## src/rtl/amp_power_sequencer.sv

```systemverilog
// Bring-up/shutdown sequencer for one amp channel: power, I2C config, clock check, unmute, fault retry.
// Outputs registered from the next state; amp_fault_n enters through a 2-FF synchronizer.
module amp_power_sequencer #(
   parameter int CW        = 16,
   parameter int T_PWR     = 1000,
   parameter int T_CFG     = 20000,
   parameter int T_UNMUTE  = 500,
   parameter int T_RECOVER = 5000,
   parameter int MAX_RETRY = 3
) (
   input  logic       clk_in,
   input  logic       resetb,
   input  logic       enable,
   input  logic       cfg_done,
   input  logic       i2s_locked,
   input  logic       amp_fault_n,
   output logic       amp_en,
   output logic       amp_mute_n,
   output logic       send_cfg,
   output logic [3:0] state_o,
   output logic [3:0] retry_cnt,
   output logic       lockout
);

   typedef enum logic [3:0] {
      OFF      = 4'd0,
      PWRUP    = 4'd1,
      CFG_REQ  = 4'd2,
      CFG_WAIT = 4'd3,
      CLK_WAIT = 4'd4,
      UNMUTE   = 4'd5,
      RUN      = 4'd6,
      SHUTDOWN = 4'd7,
      FAULT    = 4'd8,
      LOCKOUT  = 4'd9
   } state_t;

   localparam logic [CW-1:0] LD_PWR = CW'(T_PWR - 1);
   localparam logic [CW-1:0] LD_CFG = CW'(T_CFG - 1);
   localparam logic [CW-1:0] LD_UNM = CW'(T_UNMUTE - 1);
   localparam logic [CW-1:0] LD_REC = CW'(T_RECOVER - 1);
   localparam logic [3:0]    MAX_R  = 4'(MAX_RETRY);

   state_t        state, state_nxt;
   logic [CW-1:0] cnt, cnt_nxt;
   logic [3:0]    retry_nxt;
   logic          fault_meta, fault_sync, fault;
   logic          expired, active;
   logic          amp_en_nxt, mute_n_nxt, send_cfg_nxt, lockout_nxt;

   always_ff @(posedge clk_in or negedge resetb) begin
      if (!resetb) begin
         fault_meta <= 1'b1;
         fault_sync <= 1'b1;
      end else begin
         fault_meta <= amp_fault_n;
         fault_sync <= fault_meta;
      end
   end

   assign fault   = ~fault_sync;
   assign expired = (cnt == '0);
   assign active  = (state inside {PWRUP, CFG_REQ, CFG_WAIT, CLK_WAIT, UNMUTE, RUN});

   always_comb begin
      state_nxt    = state;
      cnt_nxt      = cnt;
      retry_nxt    = retry_cnt;
      amp_en_nxt   = 1'b0;
      mute_n_nxt   = 1'b0;
      send_cfg_nxt = 1'b0;
      lockout_nxt  = 1'b0;

      case (state)
         OFF:      if (enable) state_nxt = PWRUP;
         PWRUP:    if (expired) state_nxt = CFG_REQ;
         CFG_REQ:  state_nxt = CFG_WAIT;
         CFG_WAIT: begin
            // a done pulse on the expiry cycle still counts as success
            if (cfg_done)     state_nxt = CLK_WAIT;
            else if (expired) state_nxt = FAULT;
         end
         CLK_WAIT: if (i2s_locked) state_nxt = UNMUTE;
         UNMUTE: begin
            if (!i2s_locked)  state_nxt = CLK_WAIT;
            else if (expired) state_nxt = RUN;
         end
         RUN:      if (!i2s_locked) state_nxt = CLK_WAIT;
         SHUTDOWN: if (expired) state_nxt = OFF;
         FAULT: begin
            if (!enable)      state_nxt = OFF;
            else if (expired) state_nxt = (retry_cnt < MAX_R) ? PWRUP : LOCKOUT;
         end
         LOCKOUT:  if (!enable) state_nxt = OFF;
         default:  state_nxt = OFF;
      endcase

      // fault outranks the enable drop and every normal transition
      if (active) begin
         if (fault)        state_nxt = FAULT;
         else if (!enable) state_nxt = SHUTDOWN;
      end

      if (state_nxt != state) begin
         case (state_nxt)
            PWRUP:            cnt_nxt = LD_PWR;
            CFG_WAIT:         cnt_nxt = LD_CFG;
            UNMUTE, SHUTDOWN: cnt_nxt = LD_UNM;
            FAULT:            cnt_nxt = LD_REC;
            default:          cnt_nxt = '0;
         endcase
      end else if (!expired) begin
         cnt_nxt = cnt - 1'b1;
      end

      if (state_nxt == OFF)
         retry_nxt = '0;
      else if (state_nxt == FAULT && state != FAULT && retry_cnt < MAX_R)
         retry_nxt = retry_cnt + 1'b1;

      amp_en_nxt   = (state_nxt inside {PWRUP, CFG_REQ, CFG_WAIT, CLK_WAIT, UNMUTE, RUN, SHUTDOWN});
      mute_n_nxt   = (state_nxt == RUN);
      send_cfg_nxt = (state_nxt == CFG_REQ);
      lockout_nxt  = (state_nxt == LOCKOUT);
   end

   always_ff @(posedge clk_in or negedge resetb) begin
      if (!resetb) begin
         state      <= OFF;
         cnt        <= '0;
         retry_cnt  <= '0;
         amp_en     <= 1'b0;
         amp_mute_n <= 1'b0;
         send_cfg   <= 1'b0;
         lockout    <= 1'b0;
      end else begin
         state      <= state_nxt;
         cnt        <= cnt_nxt;
         retry_cnt  <= retry_nxt;
         amp_en     <= amp_en_nxt;
         amp_mute_n <= mute_n_nxt;
         send_cfg   <= send_cfg_nxt;
         lockout    <= lockout_nxt;
      end
   end

   assign state_o = state;

endmodule

```

## config.mk

```make
export PLATFORM = sky130hd
export DESIGN_NAME = amp_power_sequencer
export DESIGN_NICKNAME = d
export VERILOG_FILES = /design/src/rtl/amp_power_sequencer.sv
export SDC_FILE = /design/constraint.sdc
export NUM_CORES = 1
export LEC_CHECK = 0
export ABC_CLOCK_PERIOD_IN_PS = 2250
export CORE_MARGIN = 4
export CORE_UTILIZATION = 51
export CTS_BUF_LIST = sky130_fd_sc_hd__clkbuf_16
export DETAILED_ROUTE_END_ITERATION = 10
export PLACE_DENSITY = 0.81
export SLEW_MARGIN = 20
export SYNTH_ARGS = -nofsm -noshare
export SYNTH_HDL_FRONTEND = slang
export SYNTH_SLANG_ARGS = --single-unit
```

## constraint.sdc

```tcl
create_clock -name clk_in -period 2.25 [get_ports clk_in]
set_input_delay 0.5625 -clock clk_in [delete_from_list [all_inputs] [get_ports clk_in]]
set_output_delay 0.5625 -clock clk_in [all_outputs]
set_load 0.1 [all_outputs]
```

==> results.json <==
{
  "status": "finished, violations left",
  "failed_checks": "negative setup slack",
  "ys.flop_type": "dfrtp_1",
  "final.min_clock_period_ps": 2640,
  "place_inst": 321,
  "layout.nets": 302,
  "slew_viol_final": 0,
  "htreeDepth": 2,
  "netlist_instances": 197,
  "synth.avg_cell_area_sq_um": 9.65,
  "synth_async_sr_flop_share": 1.00,
  "finalWirelength_um": 9110,
  "clock_latency_ps": 290,
  "cts_buffer_depth": 2,
  "layoutNonFillerInstCount": 341,
  "io_pins": 18,
  "hpwl_um": 3960,
  "clk_pin_slew_ps": 50,
  "place.gp.congestion": 0.872,
  "fin_worst_skew_ps": 11.3,
  "start_util": 0.548,
  "dr.pass1.iters": 5,
  "drcViolationCount": 0,
  "netlist_area_sq_um": 1900,
  "maxCapViolCount": 0,
  "crit_required_ps": 2470,
  "cp-start-kind": "flop",
  "drive_gt1_frac": 0.566,
  "ys_seq_elements": 30,
  "crit_path_max_fanout": 2,
  "yosys-top-cells-area": "dfrtp_1, xnor2_1, nor2_1",
  "max_slew.worst_pin.slew_ps": 633,
  "coreArea_sq_um": 3470,
  "grt_pass1_wl_um": 11800,
  "grt_setup_unrepaired": "true",
  "port_buffers": 17,
  "die_area_sq_um": 4770,
  "grt_pass1_vias": 2262,
  "worst_slack_ps": -387,
  "cts_sinks": 30,
  "cp-end-kind": "flop",
  "grt_overflow_total": 0,
  "die_h_um": 69.0,
  "area_growth_pct": 67.3,
  "setup_viol": 23,
  "hold_class": "flop to flop",
  "drt.antenna.violating_nets": 0,
  "synth_edf_count": 0,
  "grt_max_degree": 31,
  "viasPerCell": 6.96,
  "detail_route.wl_per_cell_um": 26.7,
  "n_fill_cell": 115,
  "placementRows": 21,
  "grt_usage": 0.314,
  "synth_nets": 205,
  "cts_buffers": 5,
  "slew_headroom": 0.572,
  "grt_antenna_before_repair": 0,
  "diodes": 0,
  "arrival_ps": 2850,
  "critPathKind": "flop to flop",
  "vias": 2373,
  "synth_warnings": 0,
  "timing.fmax_mhz": 379,
  "tritoncts": "done",
  "seq_area_frac_synth": 0.396,
  "synth_cell_types": 59,
  "synth_top_area_cell": "dfrtp_1",
  "drt_iter0_markers": 420,
  "synth_top_area_frac": 0.369,
  "period_share": 1.17,
  "hold_violations": 0,
  "die_w_um": 69.0,
  "cts_root_buffer": "clkbuf_16"
}
## state kept, by name, indices dropped and copies added (netlist names)
name,cells
amp_en,1
send_cfg,1
retry_cnt,4
state_o,4
amp_mute_n,1
lockout,1
fault_meta,1
fault_sync,1
cnt,16
## per-stage QoR
stage / hold slack (ps) / instance area (sq um) / setup TNS [ps] / setup slack [ps] / utilization
2_1_floorplan: 267 / 1940 / -7300 / -455 / -
3_3_place_gp: 348 / 2630 / -12010 / -593 / 0.757
3_5_place_dp: 351 / 2630 / -14280 / -686 / 0.757
4_1_cts: 357 / 2970 / -3370 / -209 / 0.855
5_1_grt: 367 / 3180 / -7150 / -413 / 0.917
6_report: 362 / 3180 / -6130 / -387 / 0.917
## cells in the final DEF, fill, tap and decap left out, types with 3 or more instances in the layout
master | Yosys | layout
a21oi_1 | 8 | 7
a31oi_1 | 3 | 3
and2_1 | 6 | 4
and3_4 | 1 | 3
buf_12 | 0 | 3
buf_4 | 0 | 80
buf_6 | 5 | 12
clkbuf_16 | 0 | 5
dfrtp_1 | 28 | 22
dfrtp_2 | 0 | 5
inv_1 | 10 | 11
mux2i_1 | 3 | 3
nand2_1 | 13 | 12
nand3_2 | 2 | 5
nor2_1 | 17 | 15
nor3_1 | 7 | 5
nor4_1 | 5 | 3
nor4_4 | 1 | 4
o21ai_0 | 3 | 3
o22ai_2 | 0 | 3
or4_4 | 1 | 4
xnor2_1 | 11 | 11
xor2_1 | 3 | 3
## critical path, cell delays in order (launching register included)
cell	delay, ps
dfrtp_1	450
buf_6	150
or4_4	530
or3_4	360
nand3b_1	210
nor3_2	340
buf_4	170
xor2_1	190
and2_4	180
## layout make-up
cell class                 instances  area, sq um  area share
inverter                          10         37.5      0.0118
multi-input combinational        147         1350       0.424
timing repair buffer             100          838       0.264
clock inverter                     3         11.3     0.00354
clock buffer                       5          125      0.0393
tap                               46         57.6      0.0181
sequential                        30          763       0.240
## cells in the mapped netlist (2+ instances only)
cell,count
dfstp_2,2
or4_1,4
nor2b_1,4
or3_1,3
ha_1,2
buf_2,3
a31oi_1,3
o21ai_0,3
nand3_2,2
a21oi_1,8
inv_1,10
and3_1,2
dfrtp_1,28
mux2i_1,3
nor2_1,17
o22ai_1,6
nor3_1,7
xnor2_1,11
o32ai_1,4
buf_6,5
xor2_1,3
and2_1,6
nor4_2,3
nand3_1,5
nor4_1,5
nand2_1,13
nand3b_1,2
o211ai_1,2
## layer usage
layer | global-route usage | wire, um | part of all wire | vias to the layer above
met4 | 0.210 | 836 | 0.092 | 0
met2 | 0.532 | 4260 | 0.47 | 247
li1 | - | - | - | 923
met1 | 0.344 | 2930 | 0.32 | 1103
met5 | 0 | 0 | 0 | -
met3 | 0.0799 | 1080 | 0.12 | 100
## logic make-up after synthesis
kind of cell | after synthesis | synth area share
flip-flops | 30 | 0.396
buffers and inverters | 20 | 0.0612
multiplexers | 5 | 0.0296
AO/OA/AOI/OAI | 42 | 0.165
AND/OR/NAND/NOR | 84 | 0.270
XOR/XNOR | 14 | 0.0645
adder cells (fa/ha/maj) | 2 | 0.0132
## timing repair
action                                  in CTS  in global routing
endpoints found under the setup margin      23                 24
pin swaps                                   17                 13
gates resized for setup                     37                 34
endpoints found under the hold margin        0                  0
hold buffers                                 0                  0
buffers inserted                             4                  8
## worst paths after layout
path	startpoint	end	slack (ps)	depth (start not counted)
worst max-delay path	cnt[3]	cnt[13]	-390	8
worst min-delay path	fault_meta	fault_sync	360	0
worst max register to register	cnt[3]	cnt[13]	-390	8
worst min register to register	fault_meta	fault_sync	360	0
max in group asynchronous	resetb	fault_sync	1260	2
min in group asynchronous	resetb	state_o[1]	660	2
Power is left out: the tool's default activity adds up to more than one toggle a clock period on the data nets, which glitch-free logic cannot reach.
